## src/rtl/pipeline_arith_stream.sv

```systemverilog
`default_nettype none
// ============================================================================
// Module      : pipeline_arith_stream
// Description : Streaming ADD/SUB/MAX/MIN unit with STAGES register stages,
//               valid/ready handshakes and bubble-collapsing backpressure.
//               Optional macro PIPE_ARITH_SAT_EN selects saturating ADD/SUB.
// Revision    : 1.0 - initial parametrised release
// ============================================================================
module pipeline_arith_stream #(
    parameter int WIDTH  = 8,
    parameter int STAGES = 5,
    parameter int TAG_W  = 4
) (
    input  logic                        clk,
    input  logic                        rst,
    input  logic                        in_valid,
    output logic                        in_ready,
    input  logic [WIDTH-1:0]            in_a,
    input  logic [WIDTH-1:0]            in_b,
    input  logic [1:0]                  in_op,
    input  logic [TAG_W-1:0]            in_tag,
    output logic                        out_valid,
    input  logic                        out_ready,
    output logic [WIDTH-1:0]            out_result,
    output logic                        out_flag,
    output logic [TAG_W-1:0]            out_tag,
    output logic [$clog2(STAGES+1)-1:0] occupancy
);

    localparam int         c_occ_w  = $clog2(STAGES + 1);
    localparam logic [1:0] c_op_add = 2'b00;
    localparam logic [1:0] c_op_sub = 2'b01;
    localparam logic [1:0] c_op_max = 2'b10;

    logic [STAGES-1:0]  valid_q, valid_d;
    logic [STAGES-1:0]  flag_q,  flag_d;
    logic [WIDTH-1:0]   result_q [STAGES];
    logic [WIDTH-1:0]   result_d [STAGES];
    logic [TAG_W-1:0]   tag_q    [STAGES];
    logic [TAG_W-1:0]   tag_d    [STAGES];
    logic [c_occ_w-1:0] occ_q, occ_d;

    logic [STAGES-1:0]  ready_w;
    logic [WIDTH:0]     sum_w;
    logic [WIDTH:0]     diff_w;
    logic [WIDTH-1:0]   op_result_w;
    logic               op_flag_w;
    logic               accept_w;
    logic               drain_w;

    // Stage i is ready when any stage from i onward is empty or the consumer
    // takes the head; written flat so no bit of ready_w depends on another.
    always_comb begin
        ready_w = '0;
        for (int i = 0; i < STAGES; i++) begin
            ready_w[i] = out_ready || ((~valid_q >> i) != '0);
        end
    end

    always_comb begin
        sum_w       = {1'b0, in_a} + {1'b0, in_b};
        diff_w      = {1'b0, in_a} - {1'b0, in_b};
        op_result_w = '0;
        op_flag_w   = 1'b0;
        case (in_op)
            c_op_add: begin
                op_flag_w   = sum_w[WIDTH];
`ifdef PIPE_ARITH_SAT_EN
                op_result_w = sum_w[WIDTH] ? {WIDTH{1'b1}} : sum_w[WIDTH-1:0];
`else
                op_result_w = sum_w[WIDTH-1:0];
`endif
            end
            c_op_sub: begin
                op_flag_w   = diff_w[WIDTH];
`ifdef PIPE_ARITH_SAT_EN
                op_result_w = diff_w[WIDTH] ? {WIDTH{1'b0}} : diff_w[WIDTH-1:0];
`else
                op_result_w = diff_w[WIDTH-1:0];
`endif
            end
            c_op_max: op_result_w = (in_a > in_b) ? in_a : in_b;
            default:  op_result_w = (in_a < in_b) ? in_a : in_b;
        endcase
    end

    assign accept_w = in_valid && ready_w[0];
    assign drain_w  = valid_q[STAGES-1] && out_ready;

    // Payload only moves with a valid transaction, so the head registers keep
    // their last value while the output is idle.
    always_comb begin
        valid_d  = valid_q;
        flag_d   = flag_q;
        result_d = result_q;
        tag_d    = tag_q;
        if (ready_w[0]) begin
            valid_d[0] = in_valid;
            if (in_valid) begin
                result_d[0] = op_result_w;
                flag_d[0]   = op_flag_w;
                tag_d[0]    = in_tag;
            end
        end
        for (int i = 1; i < STAGES; i++) begin
            if (ready_w[i]) begin
                valid_d[i] = valid_q[i-1];
                if (valid_q[i-1]) begin
                    result_d[i] = result_q[i-1];
                    flag_d[i]   = flag_q[i-1];
                    tag_d[i]    = tag_q[i-1];
                end
            end
        end
        occ_d = occ_q;
        if (accept_w && !drain_w) begin
            occ_d = occ_q + 1'b1;
        end else if (!accept_w && drain_w) begin
            occ_d = occ_q - 1'b1;
        end
    end

    always_ff @(posedge clk) begin
        if (!rst) begin
            valid_q <= '0;
            flag_q  <= '0;
            occ_q   <= '0;
            for (int i = 0; i < STAGES; i++) begin
                result_q[i] <= '0;
                tag_q[i]    <= '0;
            end
        end else begin
            valid_q <= valid_d;
            flag_q  <= flag_d;
            occ_q   <= occ_d;
            for (int i = 0; i < STAGES; i++) begin
                result_q[i] <= result_d[i];
                tag_q[i]    <= tag_d[i];
            end
        end
    end

    assign in_ready   = ready_w[0];
    assign out_valid  = valid_q[STAGES-1];
    assign out_result = result_q[STAGES-1];
    assign out_flag   = flag_q[STAGES-1];
    assign out_tag    = tag_q[STAGES-1];
    assign occupancy  = occ_q;

endmodule
`default_nettype wire

```

## config.mk

```make
export PLATFORM = sky130hd
export DESIGN_NAME = pipeline_arith_stream
export DESIGN_NICKNAME = d
export VERILOG_FILES = /design/src/rtl/pipeline_arith_stream.sv
export SDC_FILE = /design/constraint.sdc
export NUM_CORES = 1
export LEC_CHECK = 0
export CAP_MARGIN = 5
export CORE_ASPECT_RATIO = 1.5
export CORE_MARGIN = 3
export CORE_UTILIZATION = 46
export CTS_CLUSTER_DIAMETER = 30
export DETAILED_ROUTE_END_ITERATION = 12
export PLACE_DENSITY = 0.67
export SLEW_MARGIN = 20
export SYNTH_ARGS = -nofsm -noshare
export SYNTH_HDL_FRONTEND = slang
export SYNTH_SLANG_ARGS = --single-unit
```

## constraint.sdc

```tcl
create_clock -name clk -period 5.26 [get_ports clk]
set_clock_uncertainty 0.2 [all_clocks]
set_input_delay 1.052 -clock clk [delete_from_list [all_inputs] [get_ports clk]]
set_output_delay 1.052 -clock clk [all_outputs]
set_load 0.02 [all_outputs]
```

==> metrics.txt <==
share of layout cells above drive strength 1=around 5.2%; Worst VDD drop=around 0.18 mV; final count of hold timing violations=0; class of the worst hold path=reg -> reg; clk_lat worst skew=about 0.32 ns; GRT Total Usage=approximately 16%; crit path to=in_ready; Port Buffers=43; vias in the first global route=between 2000 and 3000; most common cell after layout, fill and taps aside=nand2_1; Fillers=approximately 760; Ys Warns=0; CP dominant cell by count=clkdlybuf4s50_1; register area=1460 um2; CTS tree=yes; CTS Root Cell=clkbuf_16; P&R area growth vs syn=16.4%; post-layout utilization of the core=between 50 and 60%; Die ar.=between 9000 and 10000 um2; 1st-iter DRT viols=74; critical path launch point=out_ready; Clock transition at path regs=0.05 ns; DRC Markers=0; setup TNS=0 ns; Max-Cap Viols=0; pre-CTS setup slack=1.03 ns; hold_buf cts=0; Hold Path Stages=2; Post-synth top flop=dfxtp_1; gr ovfl total=0; Pre-antenna DRT Iters=4; Syn Area/Cell=8.52 um2; io pins=44; deepest clock path buffer count=2; ys async rst share=0%; worst r2r path cells=11; total CTS buffers=9; Clock Sinks=73; setup ws final=around 1.3 ns; nets=520; Synth Instances=between 400 and 500; master of the slowest instance on the critical path=clkdlybuf4s50_1; multi-input logic area=between 2000 and 2500 um2; antenna violations before repair=0; Relative slew margins=between 30% and 40%; Reg2Reg Setup Slack=2.25 ns; Yosys reg bits=73; f_max=0.250 GHz; Die Y-Extent=about 120 um; # rows=40; Routed Antenna Nets=0; CTS H-tree lvls=3; worst r2r src=valid_q[4]; worst-path cell chain=clkdlybuf4s50_1, and2b_1, and3_1, nand3_1, clkdlybuf4s50_1; Leakage Power=approximately 1.7 nW; commonest non-fill, non-tap cells in the layout=nand2_1 (98), dfxtp_1 (73), a21boi_0 (47); cell area after synthesis=roughly 3900 um2; Crit Reg-Reg Endpoint=occupancy[2]; core area=8160 um2; Detailed Route WL=between 7 and 8 mm; final setup vio count=0; syn_nets=505; Via density=5.17; register area share after synthesis=a little under two fifths; Final Max Tran Viols=0; placed cells=568; Power Density=slightly above 300 nW/um2; critical path capture point type=output port; first-pass GRT wire length=between 10 and 15 mm; RSZ-0062 raised after global routing=no; non-filler instance count after layout=584; routed vias=approximately 3000; DIE WIDTH=81.3 um; final period utilization=roughly 76%; Tmin final=between 4 and 5 ns; Resized cells post-CTS=0; largest net degree at the start of global routing=75; Unique masters post-synth=between 50 and 60; DP HPWL=~5.7 mm; Setup CP Type=in -> out; postcts setup bufs=0; DR WL/cell=12.7 um; Worst EP required=~4.0 ns; routability-driven placement congestion ratio=roughly 0.85; status=complete, no violations; Power Total=between 0.001 and 0.0015 W; effective utilization at floorplan=between 40% and 50%; Worst Path Max Fanout=6; startpoint types=input pin; Post-synth EDFFs=0; Worst EP arrival=2.75 ns; Worst path max stage delay=0.61 ns; # diodes=0; Slew @ Worst Pin=1.03 ns
[logic make-up (layout without fill, tap and decap cells)]
group,count (synthesis),in the layout,synth area share (%)
AND/OR/NAND/NOR,163,163,18.5
XOR/XNOR,9,9,2.02
multiplexers,18,18,4.67
flip-flops,73,73,37.4
adder cells (fa/ha/maj),20,20,6.98
AO/OA/AOI/OAI,120,120,22.7
buffers and inverters,56,76,7.84
[cell usage after synthesis, types with 2 or more instances]
cell type	n	area, um2
nand2_1	98	368
dfxtp_1	73	1460
a21boi_0	47	353
nand3_1	30	150
clkbuf_1	18	67.6
ha_1	17	213
mux2i_1	16	160
buf_4	14	105
inv_1	14	52.6
o21ai_0	13	65.1
a21boi_1	11	82.6
nor2b_1	9	56.3
nor2_1	8	30.0
xnor2_1	8	70.1
o22ai_1	7	43.8
a21oi_1	6	30.0
o221a_1	6	67.6
nand2b_1	5	31.3
a21o_1	4	30.0
a31oi_1	4	25.0
buf_6	4	45.0
o21a_1	4	30.0
buf_2	3	15.0
fa_1	3	60.1
o21ai_1	3	15.0
a21oi_2	2	17.5
mux2_1	2	22.5
nor3_1	2	10.0
o211ai_1	2	15.0
o21bai_1	2	15.0
o31ai_1	2	15.0
[per-layer routing]
| metal | share of wire [%] | global-route usage [%] | vias up |
|---|---|---|---|
| li1 | - | - | 1602 |
| met1 | 41 | 16.8 | 1366 |
| met2 | 55 | 30.9 | 49 |
| met3 | 3.0 | 3.10 | 4 |
| met4 | 0.93 | 5.71 | 0 |
| met5 | 0 | 0 | - |
[power breakdown]
part           internal, W  leakage [nW]  switching, W  total [W]
combinational    0.0000921         0.947      0.000104   0.000196
clock             0.000417         0.157      0.000220   0.000637
sequential        0.000569         0.593    0.00000973   0.000579
[registers in the layout, indices dropped and copies added, names as in the netlist]
signal,flops
flag_q,5
occupancy,3
tag_q,16
valid_q,5
out_tag,4
result_q,32
out_result,8
[layout make-up]
class / instances / share of cell area, %
Multi-Input combinational cell: 330 / 47.1
Timing Repair Buffer: 45 / 9.68
Tap cell: 105 / 2.89
Clock inverter: 6 / 2.01
Sequential cell: 73 / 32.1
Inverter: 15 / 1.24
Clock buffer: 10 / 5.03
[how the worst min path moves through the flow]
| stage | start | endpoint | slack, ns |
|---|---|---|---|
| finish | tag_q[12] | tag_q[8] | 0.25 |
| global route | tag_q[13] | tag_q[9] | 0.27 |
| CTS | result_q[27] | result_q[19] | 0.25 |
| detailed placement | result_q[28] | result_q[20] | 0.25 |
| global placement | result_q[28] | result_q[20] | 0.24 |
| floorplan | result_q[27] | result_q[19] | 0.23 |
[per-stage QoR]
step	hold slack (ns)	area, um2
5_1_grt	0.267	4550
3_3_place_gp	0.239	4230
6_report	0.249	4550
4_1_cts	0.254	4550
3_5_place_dp	0.247	4230
2_1_floorplan	0.231	3910
[critical path: cells and delay by family]
family,cells,cell delay (ns)
buffers and inverters,2,1.07
AND/OR/NAND/NOR,3,0.62
Note: power is estimated with default switching activity, not from simulation.
